--- src/rtl/bscan_user_dr_if.sv ---
// Signal bundle between the BSCANE2 user port / system consumer and bscan_user_dr.
// The master side drives the TAP strobes and upd_ready; the slave is the data register.
interface bscan_user_dr_if #(
  parameter int DR_WIDTH = 32
);
  logic                sel;
  logic                capture;
  logic                shift;
  logic                update;
  logic                tdi;
  logic                tdo;
  logic [DR_WIDTH-1:0] cap_data;
  logic [DR_WIDTH-1:0] upd_data;
  logic                upd_valid;
  logic                upd_ready;
  logic                overrun;
  logic                len_err;

  modport master (
    output sel, capture, shift, update, tdi, cap_data, upd_ready,
    input  tdo, upd_data, upd_valid, overrun, len_err
  );

  modport slave (
    input  sel, capture, shift, update, tdi, cap_data, upd_ready,
    output tdo, upd_data, upd_valid, overrun, len_err
  );
endinterface

--- src/rtl/bscan_user_dr.sv ---
// TCK-domain capture/shift/update data register behind BSCANE2, with a valid/ready
// hand-off of each completed scan. Define BSCAN_DR_LENCHECK_EN to reject short/long scans.
module bscan_user_dr #(
  parameter int DR_WIDTH = 32
) (
  input  logic              clock,
  input  logic              reset,
  bscan_user_dr_if.slave    bus
);

  localparam int CW = $clog2(DR_WIDTH + 2);
  localparam logic [CW-1:0] CNT_ZERO = CW'(0);
  localparam logic [CW-1:0] CNT_FULL = CW'(DR_WIDTH);
  localparam logic [CW-1:0] CNT_SAT  = CW'(DR_WIDTH + 1);

  typedef enum logic [1:0] {
    IDLE     = 2'd0,
    CAPTURED = 2'd1,
    SHIFTING = 2'd2
  } state_t;

  state_t              state_r;
  logic [DR_WIDTH-1:0] sr_r;
  logic [CW-1:0]       cnt_r;
  logic [DR_WIDTH-1:0] upd_data_r;
  logic                upd_valid_r;
  logic                overrun_r;
  logic                len_err_r;

  logic                do_cap_s;
  logic                scan_done_s;
  logic                len_ok_s;
  logic                accept_s;
  logic                store_s;
  logic                ovr_set_s;
  logic                len_set_s;
  logic [CW-1:0]       cnt_inc_s;
  logic                unused_cap_s;

  // Low two capture bits are replaced by the status flags.
  assign unused_cap_s = ^bus.cap_data[1:0];

  // Strobe decode with capture > shift > update priority, plus scan acceptance.
  always_comb begin
    do_cap_s    = bus.sel & bus.capture;
    scan_done_s = bus.sel & ~bus.capture & ~bus.shift & bus.update & (state_r == SHIFTING);
`ifdef BSCAN_DR_LENCHECK_EN
    len_ok_s    = (cnt_r == CNT_FULL);
`else
    len_ok_s    = (cnt_r != CNT_ZERO);
`endif
    accept_s    = scan_done_s & len_ok_s;
    store_s     = accept_s & (~upd_valid_r | bus.upd_ready);
    ovr_set_s   = accept_s & upd_valid_r & ~bus.upd_ready;
    len_set_s   = scan_done_s & ~len_ok_s;
    cnt_inc_s   = (cnt_r == CNT_SAT) ? CNT_SAT : (cnt_r + CW'(1));
  end

  // Scan FSM, shift register, hand-off register and sticky flags.
  always_ff @(posedge clock or posedge reset) begin
    if (reset) begin
      state_r     <= IDLE;
      sr_r        <= '0;
      cnt_r       <= CNT_ZERO;
      upd_data_r  <= '0;
      upd_valid_r <= 1'b0;
      overrun_r   <= 1'b0;
      len_err_r   <= 1'b0;
    end else begin
      if (store_s) begin
        upd_data_r  <= sr_r;
        upd_valid_r <= 1'b1;
      end else if (upd_valid_r & bus.upd_ready) begin
        upd_valid_r <= 1'b0;
      end else begin
        upd_valid_r <= upd_valid_r;
      end

      // A set on the same edge as a read-to-clear capture wins.
      overrun_r <= (overrun_r & ~do_cap_s) | ovr_set_s;
      len_err_r <= (len_err_r & ~do_cap_s) | len_set_s;

      if (!bus.sel) begin
        state_r <= IDLE;
        cnt_r   <= CNT_ZERO;
      end else if (bus.capture) begin
        sr_r    <= {bus.cap_data[DR_WIDTH-1:2], len_err_r, overrun_r};
        cnt_r   <= CNT_ZERO;
        state_r <= CAPTURED;
      end else if (bus.shift) begin
        case (state_r)
          CAPTURED, SHIFTING: begin
            sr_r    <= {bus.tdi, sr_r[DR_WIDTH-1:1]};
            cnt_r   <= cnt_inc_s;
            state_r <= SHIFTING;
          end
          IDLE: begin
            state_r <= IDLE;
          end
          default: begin
            state_r <= IDLE;
            cnt_r   <= CNT_ZERO;
          end
        endcase
      end else if (bus.update) begin
        state_r <= IDLE;
      end else begin
        state_r <= state_r;
      end
    end
  end

  assign bus.tdo       = bus.sel ? sr_r[0] : 1'b0;
  assign bus.upd_data  = upd_data_r;
  assign bus.upd_valid = upd_valid_r;
  assign bus.overrun   = overrun_r;
  assign bus.len_err   = len_err_r;

endmodule

--- src/flat_wrapper.sv ---
// flat-port wrapper written by rule: the top's interface ports become plain ports
module bscan_user_dr_flat 
#(
  parameter int DR_WIDTH = 32
)
  (clock, reset, bus_sel, bus_capture, bus_shift, bus_update, bus_tdi, bus_cap_data, bus_upd_ready, bus_tdo, bus_upd_data, bus_upd_valid, bus_overrun, bus_len_err);
  bscan_user_dr_if #(.DR_WIDTH(DR_WIDTH)) bus_i ();
  input  logic clock;
  input  logic reset;
  input wire logic [$bits(bus_i.sel)-1:0] bus_sel;
  input wire logic [$bits(bus_i.capture)-1:0] bus_capture;
  input wire logic [$bits(bus_i.shift)-1:0] bus_shift;
  input wire logic [$bits(bus_i.update)-1:0] bus_update;
  input wire logic [$bits(bus_i.tdi)-1:0] bus_tdi;
  input wire logic [$bits(bus_i.cap_data)-1:0] bus_cap_data;
  input wire logic [$bits(bus_i.upd_ready)-1:0] bus_upd_ready;
  output wire logic [$bits(bus_i.tdo)-1:0] bus_tdo;
  output wire logic [$bits(bus_i.upd_data)-1:0] bus_upd_data;
  output wire logic [$bits(bus_i.upd_valid)-1:0] bus_upd_valid;
  output wire logic [$bits(bus_i.overrun)-1:0] bus_overrun;
  output wire logic [$bits(bus_i.len_err)-1:0] bus_len_err;
  assign bus_i.sel = bus_sel;
  assign bus_i.capture = bus_capture;
  assign bus_i.shift = bus_shift;
  assign bus_i.update = bus_update;
  assign bus_i.tdi = bus_tdi;
  assign bus_i.cap_data = bus_cap_data;
  assign bus_i.upd_ready = bus_upd_ready;
  assign bus_tdo = bus_i.tdo;
  assign bus_upd_data = bus_i.upd_data;
  assign bus_upd_valid = bus_i.upd_valid;
  assign bus_overrun = bus_i.overrun;
  assign bus_len_err = bus_i.len_err;
  bscan_user_dr #(.DR_WIDTH(DR_WIDTH)) u_core (.clock(clock), .reset(reset), .bus(bus_i));
endmodule
--- config.mk ---
export PLATFORM = sky130hd
export DESIGN_NAME = bscan_user_dr_flat
export DESIGN_NICKNAME = d
export VERILOG_FILES = /design/src/rtl/bscan_user_dr_if.sv /design/src/rtl/bscan_user_dr.sv /design/src/flat_wrapper.sv
export SDC_FILE = /design/constraint.sdc
export NUM_CORES = 1
export LEC_CHECK = 0
export CORE_AREA = 2 2 99 77
export CTS_CLUSTER_SIZE = 10
export DETAILED_ROUTE_END_ITERATION = 10
export DIE_AREA = 0 0 101 79
export PLACE_DENSITY_LB_ADDON = 0.12
export SKIP_LAST_GASP = 1
export SLEW_MARGIN = 20
export SYNTH_ARGS = -nofsm -noshare
export SYNTH_HDL_FRONTEND = slang
export SYNTH_SLANG_ARGS = --single-unit
--- constraint.sdc ---
create_clock -name clock -period 3.5 [get_ports clock]
set_input_delay 1.05 -clock clock [delete_from_list [all_inputs] [get_ports clock]]
set_output_delay 1.05 -clock clock [all_outputs]
set_load 0.05 [all_outputs]
==> reports/results.md, run 1 <==
| Result | Reported | Unit |
|---|---|---|
| Post-synthesis to final-layout area growth | 28.1 | % |
| Via density per instance | 5.17 | - |
| Cell count of the worst reg-to-reg path | 7 | - |
| Max Cap Violations | 0 | - |
| Warnings from Yosys | 0 | - |
| Effective utilization at floorplan | 49.3 | % |
| Fin nets | 402 | - |
| Endpoint of the worst hold path | u_core.sr_r[17] | - |
| Slew at the pin with the worst max-slew slack | 0.632 | ns |
| Synth Area in Compound Gates | 8.19 | % |
| Wire length reported by the detailed router | 6620 | um |
| Final ANT Viol Nets | 0 | - |
| Worst setup timing slack at the placement stage | 0.392 | ns |
| CTS HTree Levels | 3 | - |
| Clock transition at the registers of the reported paths | 0.07 | ns |
| Share of total power in combinational logic | 10.9 | % |
| Data required time at the worst endpoint | 2.45 | ns |
| Cell leakage power | 2.04 | nW |
| Most common library cell in the layout ignoring fill and taps | sky130_fd_sc_hd__dfrtp_1 | - |
| Clock tree from TritonCTS | done | - |
| Wire per inst | 14.8 | um |
| Pin count of the biggest net entering global routing | 65 | - |
| Mean post-synth cell area | 12.3 | sq um |
| I/O pins | 76 | - |
| Global routing usage summed across all routing layers | 18.0 | % |
| Run status | complete, no violations | - |
| Fraction of the mapped netlist area in simple logic gates | 9.12 | % |
| Remaining routing DRC violations | 0 | - |
| Slowest cell on crit path | sky130_fd_sc_hd__clkdlybuf4s50_1 | - |
| Routed wl met3 | 410 | um |
| Final period utilization | 87.6 | % |
| Buffer levels on the longest clock path | 2 | - |
| Iter 0 DRT Violations | 98 | - |
| Delay of the slowest cell on the worst path | 0.61 | ns |
| Register area share after synthesis | 53.6 | % |
| Cell class contributing the biggest share of worst-path delay | buffers and inverters | - |
| Number of antenna violations at the first check in global routing | 0 | - |
| Remaining global-route overflow | 0 | - |
| Worst slew margin relative to its limit | 57.9 | % |
| Adder-cell share of the synthesized area | 1.79 | % |
| Root Buffer Master | sky130_fd_sc_hd__clkbuf_8 | - |
| Core area | 7090 | sq um |
| Global-route wire length before repair | 11,100 | um |
| Global placer's final weighted congestion | 0.868 | - |
| Power density relative to cell area | 405 | nW/um^2 |
| Total nets after synthesis | 329 | - |
| Post-DP HPWL | 4470 | um |
| Start point of the worst min-delay path | u_core.sr_r[17] | - |
| Reg2reg start | u_core.cnt_r[0] | - |
| Overall die area | 7980 | sq um |
| Worst setup slack after layout | 0.434 | ns |
| Dominant combinational cell family by area after synthesis | multiplexers | - |
| Num Clock Sinks | 75 | - |
| XOR/XNOR Fraction of Synth Area | 0 | % |
| Arrival time of the worst setup path | 2.02 | ns |
| Critical path buffer and inverter count | 2 | - |
| Layout Skew | 0.00711 | ns |
| Portion of netlist area occupied by mux cells | 22.7 | % |
| Number of core rows | 27 | - |
| Final setup violating endpoints | 0 | - |
| Input/output buffers | 73 | - |
| Die H | 79 | um |
| Relative contribution of the clock network to total power | 34.7 | % |
| Final-report hold violation count | 0 | - |
| Number of setup buffers added after CTS | 0 | - |
| Most used cells in the layout excluding fill and tap cells | sky130_fd_sc_hd__dfrtp_1, sky130_fd_sc_hd__clkdlybuf4s50_1, sky130_fd_sc_hd__nand2_1, sky130_fd_sc_hd__o21ai_0, sky130_fd_sc_hd__mux2i_1 | - |
| Slew Viols, Final | 0 | - |
| Mapped cell area | 3500 | sq um |
| Kind of path behind the tightest hold check | reg2reg | - |
| Relative contribution of sequential cells to total power | 54.4 | % |
| Synthesis-stage register bit count | 75 | - |
| Total routed wire length on the met1 layer | 3200 | um |
| Endpoint class of the critical path | output port | - |
| Pre-Repair DR Iteration Count | 4 | - |
| Setup slack of the most critical reg-to-reg path | 1.50 | ns |
| Resized cells post-CTS | 0 | - |
| Vias in the first global route | 2,275 | - |
| Kind of launch point of the worst setup path | primary input | - |
| Clock latency at the later pin of the worst-skew pair | 0.35 | ns |
| IR Drop Worst-Case VDD | 0.191 | mV |
| Fin Setup TNS | 0 | ns |
| Net switching power | 0.000458 | W |
| Unrepaired setup endpoints after global routing | false | - |
| CP cell instances | clkdlybuf4s50_1, and2_1, buf_12 | - |
| Type of the setup path with the least slack | in2out | - |
| Horizontal extent of the die | 101 | um |
| Reg-to-reg endpoint | u_core.bus.upd_data[30] | - |
| Antenna diodes | 0 | - |
| Number of buffers added by the clock tree synthesis step | 9 | - |
| Count of distinct cell types in the synthesized netlist | 34 | - |
| Routed via count | 2,316 | - |
| Hold Crit Depth | 2 | - |
| Final Critical Period | 3.07 | ns |
| Uppermost layer routed | met4 | - |
| Met2 routed wirelength | 2950 | um |
| Max FO, Critical Path | 6 | - |
| Upper clock frequency limit | 0.326 | GHz |
| Layout cells sized above 1 | 16.6 | % |
| Switching part of the total | 25.2 | % |
| Hold_buf cts | 0 | - |
| Cells after Synth | 284 | - |
| Int Power | 0.00136 | W |
[worst min-delay path, delay by kind of cell, from the launching register on]
family	cells	cell delay, ns
AOI/OAI and AO/OA	1	0.06
and+or+nand+nor	1	0.05
DFF	1	0.37
[sequential cells by signal, indices dropped and copies added (netlist names)]
| name | count |
|---|---|
| u_core.bus.overrun | 1 |
| u_core.sr_r | 32 |
| u_core.state_r | 2 |
| u_core.bus.upd_valid | 1 |
| u_core.bus.len_err | 1 |
| u_core.cnt_r | 6 |
| u_core.bus.upd_data | 32 |
[stage by stage]
| step | area (sq um) | util, % | power [W] | hold slack, ns | instances |
|---|---|---|---|---|---|
| final | 4480 | 63.2 | 0.00182 | 0.512 | 448 |
| after global routing | 4480 | 63.2 | 0.00191 | 0.530 | 448 |
| after CTS | 4480 | 63.2 | 0.00184 | 0.515 | 448 |
| after detailed placement | 4300 | 60.6 | 0.00121 | 0.494 | 433 |
| after global placement | 4300 | 60.6 | 0.00120 | 0.488 | 433 |
| after floorplan | 3500 | - | 0.00111 | 0.464 | 284 |
[power by group through the flow]
stage               clock network [W]  registers (W)  logic (W)
floorplan                           0       0.000990   0.000124
global placement                    0        0.00100   0.000197
detailed placement                  0        0.00101   0.000202
CTS                          0.000647       0.000989   0.000202
global route                 0.000681       0.000999   0.000227
finish                       0.000629       0.000988   0.000198
[worst max path at each step]
stage | startpoint | end | slack (ns) | cells after the start
2_1_floorplan | reset | u_core.bus.len_err | 0.54 | 1
3_3_place_gp | bus_sel | u_core.bus.upd_data[30] | 0.41 | 6
3_5_place_dp | bus_sel | u_core.bus.upd_data[30] | 0.39 | 6
4_1_cts | bus_sel | bus_tdo | 0.42 | 3
5_1_grt | bus_sel | bus_tdo | 0.37 | 3
6_report | bus_sel | bus_tdo | 0.43 | 3
[layer usage]
layer / up-vias / global-route usage, %
met3: 9 / 6.43
met4: 0 / 4.86
met2: 65 / 27.5
met1: 1110 / 24.4
met5: - / 0
li1: 1132 / -
[area by class of cell]
cell class,count,area [sq um]
clock buffer,10,128
clock inverter,5,55.1
fill,581,2610
inverter,7,26.3
multi-input combinational,186,1480
sequential,75,1880
tap,87,109
timing repair buffer,78,811
[logic make-up (layout without fill, tap and decap cells)]
logic type,count (synthesis),count (layout)
and+or+nand+nor,67,67
buffers and inverters,23,100
AOI/OAI and AO/OA,50,50
DFF,75,75
muxes,64,64
adders and majority gates,5,5
[synthesized netlist by cell type, drive strengths merged]
cell type / instances / area share (%)
clkbuf: 10 / 1.1
nand2b: 2 / 0.36
a22oi: 1 / 0.21
nand4b: 1 / 0.25
mux2: 32 / 14
buf: 6 / 2.8
nor4: 1 / 0.18
nand2: 40 / 4.3
or4: 1 / 0.21
a211o: 1 / 0.25
nor3: 2 / 0.29
a21oi: 7 / 1.0
o21ai: 36 / 5.1
nor2: 4 / 0.43
nand4: 1 / 0.18
nand3: 6 / 0.86
and2: 2 / 0.36
or2b: 1 / 0.25
a32o: 1 / 0.29
a31oi: 3 / 0.54
dfrtp: 75 / 54
mux2i: 32 / 9.2
ha: 5 / 1.8
nor2b: 3 / 0.61
or3: 2 / 0.50
inv: 7 / 0.75
o311ai: 1 / 0.75
and4bb: 1 / 0.36
Power figures use the tool's default switching activity.
==> run 2, diff against run 1 <==
CORE_AREA = 2 2 104 81   (was 2 2 99 77)
DIE_AREA = 0 0 106 83   (was 0 0 101 79)
clock period = 2.6 ns   (was 3.5 ns; I/O delays follow)
==> run 2 against run 1 <==
  * Sequential share of layout area fell by 0.94 points
  * Count of clock-buffer cells in the layout did not move
  * First-iteration DRC count fell by 41%
  * Final area rose by 2.3%
  * Worst setup slack got worse by 0.22 ns
  * Worst hold slack got worse by 0.0011 ns
  * Sequential cell count did not move
  * Clock power rose by 55%
  * Clock skew barely moved
==> reports/results.md, run 2 (synthesized netlist as in run 1, its figures left out) <==
| Result | Reported | Unit |
|---|---|---|
| Run status | complete, no violations | - |
| Slew Viols, Final | 0 | - |
| Layout Skew | 0.00740 | ns |
| Global routing usage summed across all routing layers | 17.0 | % |
| Die H | 83 | um |
| Fin Setup TNS | 0 | ns |
| Buffer levels on the longest clock path | 2 | - |
| Number of setup buffers added after CTS | 0 | - |
| Total cell area at the placement stage | 4370 | sq um |
| Core area | 7740 | sq um |
| Resized cells post-CTS | 0 | - |
| Routed via count | 2,317 | - |
| Slew at the pin with the worst max-slew slack | 0.636 | ns |
| Arrival time of the worst setup path | 1.61 | ns |
| Fin nets | 406 | - |
| Post-synthesis to final-layout area growth | 31.0 | % |
| CTS HTree Levels | 3 | - |
| Most common library cell in the layout ignoring fill and taps | sky130_fd_sc_hd__dfrtp_1 | - |
| Delay of the slowest cell on the worst path | 0.50 | ns |
| Data required time at the worst endpoint | 1.82 | ns |
| Most used cells in the layout excluding fill and tap cells | sky130_fd_sc_hd__dfrtp_1, sky130_fd_sc_hd__clkdlybuf4s50_1, sky130_fd_sc_hd__nand2_1, sky130_fd_sc_hd__o21ai_0, sky130_fd_sc_hd__mux2i_1 | - |
| Max Cap Violations | 0 | - |
| Slowest cell on crit path | sky130_fd_sc_hd__clkdlybuf4s50_1 | - |
| Global placer's final weighted congestion | 0.858 | - |
| Unrepaired setup endpoints after global routing | false | - |
| Final setup violating endpoints | 0 | - |
| Root Buffer Master | sky130_fd_sc_hd__clkbuf_8 | - |
| Number of buffers added by the clock tree synthesis step | 9 | - |
| Iter 0 DRT Violations | 58 | - |
| Vias in the first global route | 2,337 | - |
| Final Critical Period | 2.39 | ns |
| Clock tree from TritonCTS | done | - |
| Remaining routing DRC violations | 0 | - |
| Overall die area | 8800 | sq um |
| Cell leakage power | 2.07 | nW |
| Number of core rows | 28 | - |
| Num Clock Sinks | 75 | - |
| Input/output buffers | 73 | - |
| Final period utilization | 91.9 | % |
| Endpoint class of the critical path | output port | - |
| Via density per instance | 4.92 | - |
| Clock latency at the later pin of the worst-skew pair | 0.34 | ns |
| Kind of launch point of the worst setup path | primary input | - |
| Pre-Repair DR Iteration Count | 5 | - |
| Kind of path behind the tightest hold check | reg2reg | - |
| Antenna diodes | 0 | - |
| Effective utilization at floorplan | 45.2 | % |
| Max FO, Critical Path | 3 | - |
| Hold_buf cts | 0 | - |
| Wire per inst | 14.6 | um |
| Clock transition at the registers of the reported paths | 0.08 | ns |
| Pin count of the biggest net entering global routing | 76 | - |
| Final ANT Viol Nets | 0 | - |
| Type of the setup path with the least slack | in2out | - |
| Final-report hold violation count | 0 | - |
| Worst slew margin relative to its limit | 57.6 | % |
| Layout cells sized above 1 | 17.8 | % |
| I/O pins | 76 | - |
| CP cell instances | clkdlybuf4s50_1, and2_1, buf_12 | - |
| IR Drop Worst-Case VDD | 0.309 | mV |
| Number of antenna violations at the first check in global routing | 0 | - |
| Remaining global-route overflow | 0 | - |
| Horizontal extent of the die | 106 | um |
| Final Instance Area | 4590 | sq um |
| Wire length reported by the detailed router | 6900 | um |
| Post-DP HPWL | 4540 | um |
| Upper clock frequency limit | 0.419 | GHz |
| Power density relative to cell area | 563 | nW/um^2 |
| Global-route wire length before repair | 11,900 | um |
-- run 2: path summary, 6_finish.rpt --
path,start,to,slack [ns],cells past startpoint
setup reg to reg,u_core.cnt_r[0],u_core.bus.upd_data[29],0.72,7
min in group asynchronous,reset,u_core.bus.upd_data[10],0.90,3
max in group asynchronous,reset,u_core.bus.upd_data[25],1.38,3
hold / removal,u_core.sr_r[7],u_core.sr_r[7],0.51,2
setup / recovery,bus_sel,bus_tdo,0.21,3
hold reg to reg,u_core.sr_r[7],u_core.sr_r[7],0.51,2
-- run 2: report_power, final --
| part | switching (W) | internal (W) |
|---|---|---|
| combinational | 0.000135 | 0.000140 |
| sequential | 0.0000719 | 0.00126 |
| clock | 0.000436 | 0.000543 |
| total | 0.000642 | 0.00194 |
-- run 2: worst max-delay path: cells and delay by family --
family,cells,cell delay (ns)
buffers and inverters,2,0.64
and+or+nand+nor,1,0.18
-- run 2: metrics by stage --
stage / worst slack [ns] / util, % / hold WS, ns / total power (W) / std cells
after global routing: 0.180 / 59.2 / 0.531 / 0.00274 / 471
after detailed placement: 0.0119 / 56.4 / 0.493 / 0.00163 / 455
final: 0.211 / 59.2 / 0.511 / 0.00258 / 471
after global placement: 0.0146 / 56.4 / 0.488 / 0.00162 / 455
after floorplan: 0.459 / - / 0.464 / 0.00150 / 284
after CTS: 0.199 / 59.2 / 0.514 / 0.00263 / 471
-- run 2: layer usage --
metal | vias up | wire length, um | GRT usage [%]
li1 | 1144 | - | -
met1 | 1100 | 3390 | 24.2
met2 | 65 | 3060 | 24.8
met3 | 8 | 374 | 5.42
met4 | 0 | 76 | 5.38
met5 | - | 0 | 0
-- run 2: layout make-up --
| type | instances | area [sq um] |
|---|---|---|
| Fill cell | 668 | 3160 |
| Sequential cell | 75 | 1880 |
| Multi-Input combinational cell | 186 | 1480 |
| Timing Repair Buffer | 82 | 853 |
| Tap cell | 105 | 131 |
| Clock buffer | 10 | 128 |
| Clock inverter | 6 | 88.8 |
| Inverter | 7 | 30.0 |
==> run 3, diff against run 2 <==
CTS_CLUSTER_SIZE = unset   (was 10)
==> results of run 3 <==
Final layout, timing and power as in run 2 (identical DEF).
